<file path="config.mk">
export PLATFORM = sky130hd
export DESIGN_NAME = sram_client_queue
export DESIGN_NICKNAME = d
export VERILOG_FILES = /design/src/rtl/sram_client_pkg.sv /design/src/rtl/sram_client_queue_mem.sv /design/src/rtl/sram_client_queue.sv
export SDC_FILE = /design/constraint.sdc
export NUM_CORES = 1
export LEC_CHECK = 0
export BUFFER_PORTS_ARGS = -buffer_cell sky130_fd_sc_hd__buf_2
export CORE_AREA = 2 2 111 59
export CTS_BUF_LIST = sky130_fd_sc_hd__clkbuf_4 sky130_fd_sc_hd__clkbuf_8 sky130_fd_sc_hd__clkbuf_16
export CTS_CLUSTER_SIZE = 28
export DETAILED_ROUTE_END_ITERATION = 12
export DIE_AREA = 0 0 113 61
export PLACE_DENSITY = 0.83
export SYNTH_ARGS = -nofsm -noshare
export SYNTH_HDL_FRONTEND = slang
export SYNTH_SLANG_ARGS = --single-unit
</file>
<file path="constraint.sdc">
create_clock -name CLK -period 6.5 [get_ports CLK]
set_input_delay 1.3 -clock CLK [delete_from_list [all_inputs] [get_ports CLK]]
set_output_delay 1.3 -clock CLK [all_outputs]
set_load 0.02 [all_outputs]
</file>
<file path="src/rtl/sram_client_pkg.sv">
// Shared definitions for the SRAM client interface.
// The client queue and the downstream SRAM state machine both import this package.
package sram_client_pkg;

    localparam int unsigned CMD_W    = 4;
    localparam int unsigned DATA_W   = 16;
    localparam int unsigned NUM_CMDS = 4;

    typedef enum logic [CMD_W-1:0] {
        PowerOff = 4'd0,
        PowerOn  = 4'd1,
        Read     = 4'd2,
        Write    = 4'd3
    } sram_cmd_t;

    typedef struct packed {
        logic [CMD_W-1:0]  cmd;
        logic [DATA_W-1:0] data;
    } client_req_t;

    // Command codes 0..num_cmds-1 are the only ones the state machine understands.
    function automatic logic cmd_is_legal(input logic [31:0] cmd, input int unsigned num_cmds);
        return cmd < num_cmds;
    endfunction

endpackage

</file>
<file path="src/rtl/sram_client_queue_mem.sv">
// Storage array for sram_client_queue: one synchronous write port and one
// asynchronous read port. Contents are not reset; validity is tracked by the
// queue's occupancy counter.
module sram_client_queue_mem #(
    parameter int unsigned Depth = 4,
    parameter int unsigned Width = 20
) (
    input  logic                     clk_i,
    input  logic                     wr_en_i,
    input  logic [$clog2(Depth)-1:0] wr_addr_i,
    input  logic [Width-1:0]         wr_data_i,
    input  logic [$clog2(Depth)-1:0] rd_addr_i,
    output logic [Width-1:0]         rd_data_o
);

    logic [Width-1:0] mem_q [Depth];

    // Write the addressed entry on an accepted legal push.
    always_ff @(posedge clk_i) begin
        if (wr_en_i) begin
            mem_q[wr_addr_i] <= wr_data_i;
        end
    end

    assign rd_data_o = mem_q[rd_addr_i];

endmodule

</file>
<file path="src/rtl/sram_client_queue.sv">
// Client-side request buffer in front of the SRAM state machine.
// Captures {command, data} pairs, drops illegal command codes (flagging them on
// the sticky illegal_cmd output) and presents entries in FIFO order over a
// valid/ready handshake.
// Optional build macro: SRAM_CLIENT_QUEUE_BYPASS_EN -- when defined, a legal entry
// arriving at an empty queue is presented in the same cycle and, if consumed
// immediately, never written to storage.
module sram_client_queue #(
    parameter int unsigned DEPTH      = 4,
    parameter int unsigned CMD_WIDTH  = 4,
    parameter int unsigned DATA_WIDTH = 16,
    parameter int unsigned NUM_CMDS   = sram_client_pkg::NUM_CMDS
) (
    input  logic                         CLK,
    input  logic                         ASYNCRESET,
    input  logic [CMD_WIDTH-1:0]         client_cmd,
    input  logic [DATA_WIDTH-1:0]        client_data,
    input  logic                         client_valid,
    output logic                         client_ready,
    output logic [CMD_WIDTH-1:0]         offer,
    output logic [DATA_WIDTH-1:0]        receive,
    output logic                         dfcq_valid,
    input  logic                         dfcq_ready,
    output logic [$clog2(DEPTH+1)-1:0]   occupancy,
    output logic                         illegal_cmd,
    input  logic                         clear_err
);

    import sram_client_pkg::*;

    localparam int unsigned PtrW   = $clog2(DEPTH);
    localparam int unsigned OccW   = $clog2(DEPTH + 1);
    localparam int unsigned EntryW = CMD_WIDTH + DATA_WIDTH;

    logic [PtrW-1:0]   wr_ptr_q, wr_ptr_d;
    logic [PtrW-1:0]   rd_ptr_q, rd_ptr_d;
    logic [OccW-1:0]   occ_q, occ_d;
    logic              err_q, err_d;

    logic              push;
    logic              cmd_legal;
    logic              store_wr;
    logic              store_rd;
    logic              stored_valid;
    logic [EntryW-1:0] head_entry;
    logic [EntryW-1:0] out_entry;

    // Ready depends only on registered occupancy and reset, never on dfcq_ready.
    assign client_ready = (occ_q != OccW'(DEPTH)) && !ASYNCRESET;
    assign push         = client_valid && client_ready;
    assign cmd_legal    = cmd_is_legal(32'(client_cmd), NUM_CMDS);
    assign stored_valid = (occ_q != '0);

`ifdef SRAM_CLIENT_QUEUE_BYPASS_EN
    logic bypass;

    // An empty queue forwards a legal entry straight through; illegal ones never bypass.
    assign bypass     = !stored_valid && push && cmd_legal;
    assign dfcq_valid = stored_valid || bypass;
    assign out_entry  = bypass ? {client_cmd, client_data} : head_entry;
    // Skip the write when the bypassed entry is consumed in the same cycle.
    assign store_wr   = push && cmd_legal && !(bypass && dfcq_ready);
`else
    assign dfcq_valid = stored_valid;
    assign out_entry  = head_entry;
    assign store_wr   = push && cmd_legal;
`endif

    // Only entries actually held in storage advance the read pointer.
    assign store_rd = dfcq_valid && dfcq_ready && stored_valid;

    assign {offer, receive} = dfcq_valid ? out_entry : '0;
    assign occupancy        = occ_q;
    assign illegal_cmd      = err_q;

    sram_client_queue_mem #(
        .Depth (DEPTH),
        .Width (EntryW)
    ) u_mem (
        .clk_i     (CLK),
        .wr_en_i   (store_wr),
        .wr_addr_i (wr_ptr_q),
        .wr_data_i ({client_cmd, client_data}),
        .rd_addr_i (rd_ptr_q),
        .rd_data_o (head_entry)
    );

    // Next-state for pointers, occupancy and the sticky error flag.
    always_comb begin
        wr_ptr_d = wr_ptr_q;
        rd_ptr_d = rd_ptr_q;
        err_d    = err_q;
        if (store_wr) begin
            wr_ptr_d = wr_ptr_q + PtrW'(1);
        end
        if (store_rd) begin
            rd_ptr_d = rd_ptr_q + PtrW'(1);
        end
        occ_d = occ_q + OccW'(store_wr) - OccW'(store_rd);
        // A new illegal push wins over a simultaneous clear.
        if (push && !cmd_legal) begin
            err_d = 1'b1;
        end else if (clear_err) begin
            err_d = 1'b0;
        end
    end

    // State registers; reset drops all queued entries at once.
    always_ff @(posedge CLK or posedge ASYNCRESET) begin
        if (ASYNCRESET) begin
            wr_ptr_q <= '0;
            rd_ptr_q <= '0;
            occ_q    <= '0;
            err_q    <= 1'b0;
        end else begin
            wr_ptr_q <= wr_ptr_d;
            rd_ptr_q <= rd_ptr_d;
            occ_q    <= occ_d;
            err_q    <= err_d;
        end
    end

endmodule

</file>
# Word level (Yosys, flattened, before mapping)
# Memories as Yosys holds them, arrays and structs flattened.
# Cells that the tools add are included.
totals:
  register_bits: 8
  latchBits: 0
  ramBits: 80
  mem_bits_ro: 0
  input_bits: 25
  mem_count: 1
classes:
  add_sub_neg: 4
  n_mul: 0
  div: 0
  n_lt_le_gt_ge: 1
  n_eq_ne: 1
  n_shift: 0
  muxes: 5
  bitwise_logic: 0
  n_reduce_logical: 10
memory_table:
  columns: ["name", "depth", "word_bits", "read_ports", "rd_ports_with_merged_regs", "write_ports", "line_no", "text"]
  rows:
  - ["u_mem.mem_q", 4, 20, 1, 0, 1, "sram_client_queue_mem.sv:16", "logic [Width-1:0] mem_q [Depth];"]
ops:
  columns: ["operator", "count"]
  rows:
  - ["20-bit 2-to-1 mux", 1]
  - ["1-bit logical AND", 6]
  - ["2-bit by 1-bit adder with 2-bit output (second input constant)", 2]
  - ["4-bit by 3-bit less-than comparator with 1-bit output (second input constant)", 1]
  - ["1-bit 2-to-1 mux", 4]
  - ["3-bit by 1-bit adder with 3-bit output", 1]
  - ["3-bit != test (second input constant)", 1]
  - ["3-bit nonzero test", 1]
  - ["3-bit by 1-bit subtractor with 3-bit output", 1]
  - ["1-bit zero test", 2]
  - ["2-bit nonzero test", 1]

# Depth between registers and ports, before layout
logic_depth:
  word_depth: 6
  depth_mapped: 9

# Modules after synthesis
# A second synthesis with hierarchy kept.
hier_totals:
  hier_cells: 164
  area_unflattened_um2: 3463.3
by_module_without_submodules:
  columns: ["mod", "instances", "cells_each", "area_each_um2", "seq_area_each_um2"]
  rows:
  - ["sram_client_queue_mem", 1, 108, 2916.5, 2402.3]
  - ["sram_client_queue", 1, 56, 546.8, 200.2]

# Worst setup path after synthesis
# No wires, ideal clock.
synth_timing:
  kind: "input port to flip-flop"
  start: "input port ASYNCRESET"
  end: "register occ_q[2] (netlist: occupancy[2])"
  setup_time_ns: 0.123
  arrival_time_ns: 3.177
  t_required_ns: 6.377
  path_slack_ns: 3.200
  cell_stages: 9
  path_cell_list: "or4b_4 a21oi_4 inv_1 ha_1 inv_1 ha_1 fa_1 xnor2_1 xnor2_1"
synth_between:
  elab_chain_len: 6
synth_lines:
  columns: ["element", "line_no", "text"]
  rows:
  - ["from (decl)", "sram_client_queue.sv:15", "input logic ASYNCRESET,"]
  - ["1-bit zero test (no source line)", null, null]
  - ["1-bit logical AND", "sram_client_queue.sv:49", "assign client_ready = (occ_q != OccW'(DEPTH)) && !ASYNCRESET;"]
  - ["1-bit logical AND", "sram_client_queue.sv:50", "assign push = client_valid && client_ready;"]
  - ["1-bit logical AND", "sram_client_queue.sv:66", "assign store_wr = push && cmd_legal;"]
  - ["3-bit by 1-bit adder with 3-bit output", "sram_client_queue.sv:99", "occ_d = occ_q + OccW'(store_wr) - OccW'(store_rd);"]
  - ["3-bit by 1-bit subtractor with 3-bit output", "sram_client_queue.sv:99", null]
  - ["named net occ_d[2]", "sram_client_queue.sv:37", "logic [OccW-1:0] occ_q, occ_d;"]
  - ["to (signal assigned)", "sram_client_queue.sv:113", "occ_q <= '0;"]
  - ["to (signal assigned)", "sram_client_queue.sv:118", "occ_q <= occ_d;"]
  - ["to (decl)", "sram_client_queue.sv:37", null]
# The timed path passes the listed nets, and every way through them passes these cells.
# A chain may end at the register's enable or synchronous reset.

# Final worst setup path
layout_timing:
  start: "register rd_ptr_q[0]"
  end: "output port receive[14]"
layout_between:
  elab_chain_len: 2
layout_lines:
  columns: ["element", "line_no", "text"]
  rows:
  - ["from (decl)", "sram_client_queue.sv:36", "logic [PtrW-1:0] rd_ptr_q, rd_ptr_d;"]
  - ["from (signal assigned)", "sram_client_queue.sv:117", "rd_ptr_q <= rd_ptr_d;"]
  - ["memory 4 x 20 bit", null, null]
  - ["20-bit 2-to-1 mux", "sram_client_queue.sv:72", "assign {offer, receive} = dfcq_valid ? out_entry : '0;"]
  - ["to (decl)", "sram_client_queue.sv:21", "output logic [DATA_WIDTH-1:0] receive,"]
# Every way passes these cells.

==> metrics.md <==
| Metric | Value |
|---|---|
| Outcome | `complete, but fails checks` |
| Failing checks | `DRC` |
| ANT cells | `0` |
| FP Rows | `20` |
| Yosys cell types | `23` |
| Cell area after layout | `4170 sq um` |
| Min-Delay Startpoint | `illegal_cmd$_DFFE_PP0P_` |
| Worst Setup End Kind | `output port` |
| Setup_tns | `0 ns` |
| Largest net degree at the start of global routing | `24` |
| Tmin final | `3.673 ns` |
| Setup violators final | `0` |
| Routed length per instance | `19.16 um` |
| WP data arrival | `2.37 ns` |
| RR Endpoint | `occupancy[2]$_DFF_PP0_` |
| Fin nets | `257` |
| RSZ-0062 raised after global routing | `no` |
| Register area share after synthesis | `74.39%` |
| Worst Setup SP | `rd_ptr_q[0]$_DFFE_PP0P_` |
| Width of the die | `113 um` |
| Avg Inst Size Synth | `20.70 sq um` |
| Clock Latency Late Sink | `0.33 ns` |
| Via count | `1,684` |
| 1st-iter DRT viols | `138` |
| Cell Pwr Density | `447.7 nW/um^2` |
| Peak supply drop | `0.0002091 V` |
| Slew margin rel. | `29.59%` |
| Die H | `61 um` |
| Cell count after synthesis | `169` |
| FILL cells | `365` |
| Worst R2R Start | `occupancy[2]$_DFF_PP0_` |
| H-tree Lvls | `3` |
| Worst-margin pin slew | `1.056 ns` |
| Post-synth EDFFs | `80` |
| Fmax achieved | `272.2 MHz` |
| Max-Cap Viols | `0` |
| Antenna Nets Post-Route | `0` |
| Asr flop ratio synth | `9.091%` |
| Worst Skew | `0.004719 ns` |
| Top FF cell, synth | `edfxtp_1` |
| Crit-path slowest cell | `dfrtp_1` |
| Min-Delay Endpoint | `illegal_cmd$_DFFE_PP0P_` |
| Largest stage delay on the critical path | `0.76 ns` |
| Die ar. | `6893 sq um` |
| Sink Count | `88` |
| Avg Vias per Cell | `5.485` |
| Hold Vio Cnt, Final | `0` |
| Drt drc | `4` |
| Footprint of the multi-input gates | `834.6 sq um` |
| Clk buf depth | `2` |
| Vias in the first global route | `1,723` |
| Core ar. | `5906 sq um` |
| Worst-path clk slew | `0.06 ns` |
| Starting density of the core | `59.24%` |
| Final Cycle Share | `56.51%` |
| Setup crit start kind | `flop` |
| TritonCTS clock tree | `done` |
| Synth Warn # | `0` |
| R2r worst-path depth | `8` |
| Critical path class | `flop to output port` |
| Net count after synthesis | `201` |
| RePlAce Congestion | `0.7770` |
| Hold depth | `1` |
| GR Layer Usage met3 | `6.194%` |
| Num CTS Buffers | `9` |
| Setup bufs post-CTS | `0` |
| Cell Chain, Critical Path | `buf_4, mux4_2, and2_1, buf_2` |
| Grt met1 use | `28.58%` |
| DP Area | `3821 sq um` |
| Layout cells sized above 1 | `40.00%` |
| Root Buffer | `clkbuf_16` |
| Required @ worst endpoint | `5.20 ns` |
| Leak | `0.001508 uW` |
| Final Routed Wirelength | `5881 um` |
| Mapped Area | `3498 sq um` |
| Initial antenna violation count | `0` |
| HP Class | `flop to flop` |
| Final HPWL DP | `3682 um` |
| First drt pass iteration count | `8` |
| Cts repair resizes | `0` |
| Global Route Usage Sum | `19.93%` |
| Met2 Usage GRT | `29.85%` |
| Pins Over Slew Limit | `0` |
| Port Buffers | `50` |
| Area growth syn-to-layout | `19.21%` |
| Hold buffers post-CTS | `0` |
| CP top delay family | `flip-flops` |
| IO Count | `51` |
| Global-route wire length before repair | `9508 um` |
| Sequential cell area | `2603 sq um` |
| R2R setup slack | `3.76 ns` |
| Gr busiest metal | `met2` |
| Remaining Overflow, GRT | `0` |
| #FFs+latches synth | `88` |
| CP bufs+invs | `2` |
| Crit path max fanout | `12` |
[sequential cells by signal (all words and copies together) (netlist names)]
| register | count |
|---|---|
| occupancy | 3 |
| illegal_cmd | 1 |
| wr_ptr_q | 2 |
| rd_ptr_q | 2 |
| u_mem.mem_q | 80 |
[cells in the mapped netlist (2+ instances only)]
cell type	instances	area (sq um)
edfxtp_1	80	2402
and2_1	22	137.6
mux4_2	20	450.4
dfrtp_1	8	200.2
inv_1	8	30.03
ha_1	6	75.07
xnor2_1	4	35.03
clkbuf_1	3	11.26
and2_2	2	15.01
buf_4	2	15.01
nor2_1	2	7.510
[cell type report]
type                    instances  share of cell area [%]
repair buffers                 51                   6.181
clock buffers                  10                   5.581
clock inverters                 6                   2.790
well taps                      77                   2.310
inverters                       8                  0.7201
multi-input cells              67                   20.01
flip-flops and latches         88                   62.41
[kinds of logic (layout without fill, tap and decap cells)]
logic type / count (synthesis) / after routing / share of synthesized area, %
mux: 21 / 21 / 13.30
simple gates: 31 / 31 / 5.722
buf+inv: 14 / 75 / 1.752
fa+ha+maj: 7 / 7 / 2.718
compound gates: 3 / 3 / 0.8584
flops: 88 / 88 / 74.39
xor+xnor: 5 / 5 / 1.252
[power by group]
group | switching, uW | leakage [uW] | internal (uW)
registers | 70.6 | 0.000815 | 657
logic | 291 | 0.000529 | 262
clock network | 204 | 0.000164 | 382
[how the worst max path moves through the flow]
| stage | to | slack (ns) | cells past startpoint |
|---|---|---|---|
| after floorplan | occupancy[2]$_DFF_PP0_ | 3.20 | 9 |
| after global placement | occupancy[2]$_DFF_PP0_ | 3.03 | 10 |
| after detailed placement | occupancy[2]$_DFF_PP0_ | 3.01 | 10 |
| after CTS | receive[12] | 2.75 | 4 |
| after global routing | receive[12] | 2.65 | 4 |
| final | receive[14] | 2.83 | 4 |
[cells in the final DEF, fill, tap and decap left out, types with 2 or more instances in the layout]
master and instances:
buf_2 50, ha_1 6, edfxtp_1 80, and2_1 22, and2_2 2, clkbuf_16 9, nor2_1 2, clkinvlp_4 2
bufinv_16 3, dfrtp_1 8, mux4_2 20, xnor2_1 4, inv_1 8
[per-stage QoR]
| step | total power, uW | utilization, % | instances | hold slack (ns) | worst slack [ns] |
|---|---|---|---|---|---|
| final | 1867 | 70.61 | 307 | 0.5465 | 2.827 |
| after global routing | 1957 | 70.61 | 307 | 0.5670 | 2.651 |
| after CTS | 1887 | 70.61 | 307 | 0.5426 | 2.755 |
| after detailed placement | 1295 | 64.70 | 291 | 0.5233 | 3.012 |
| after global placement | 1285 | 64.70 | 291 | 0.5008 | 3.033 |
| after floorplan | 1131 | - | 169 | 0.5348 | 3.200 |
[per-layer routing]
metal	up-vias	routed length, um
met5	-	0
met4	0	82
met3	8	406
met2	62	2575
met1	846	2816
li1	768	-
(Power assumes the default switching activity.)
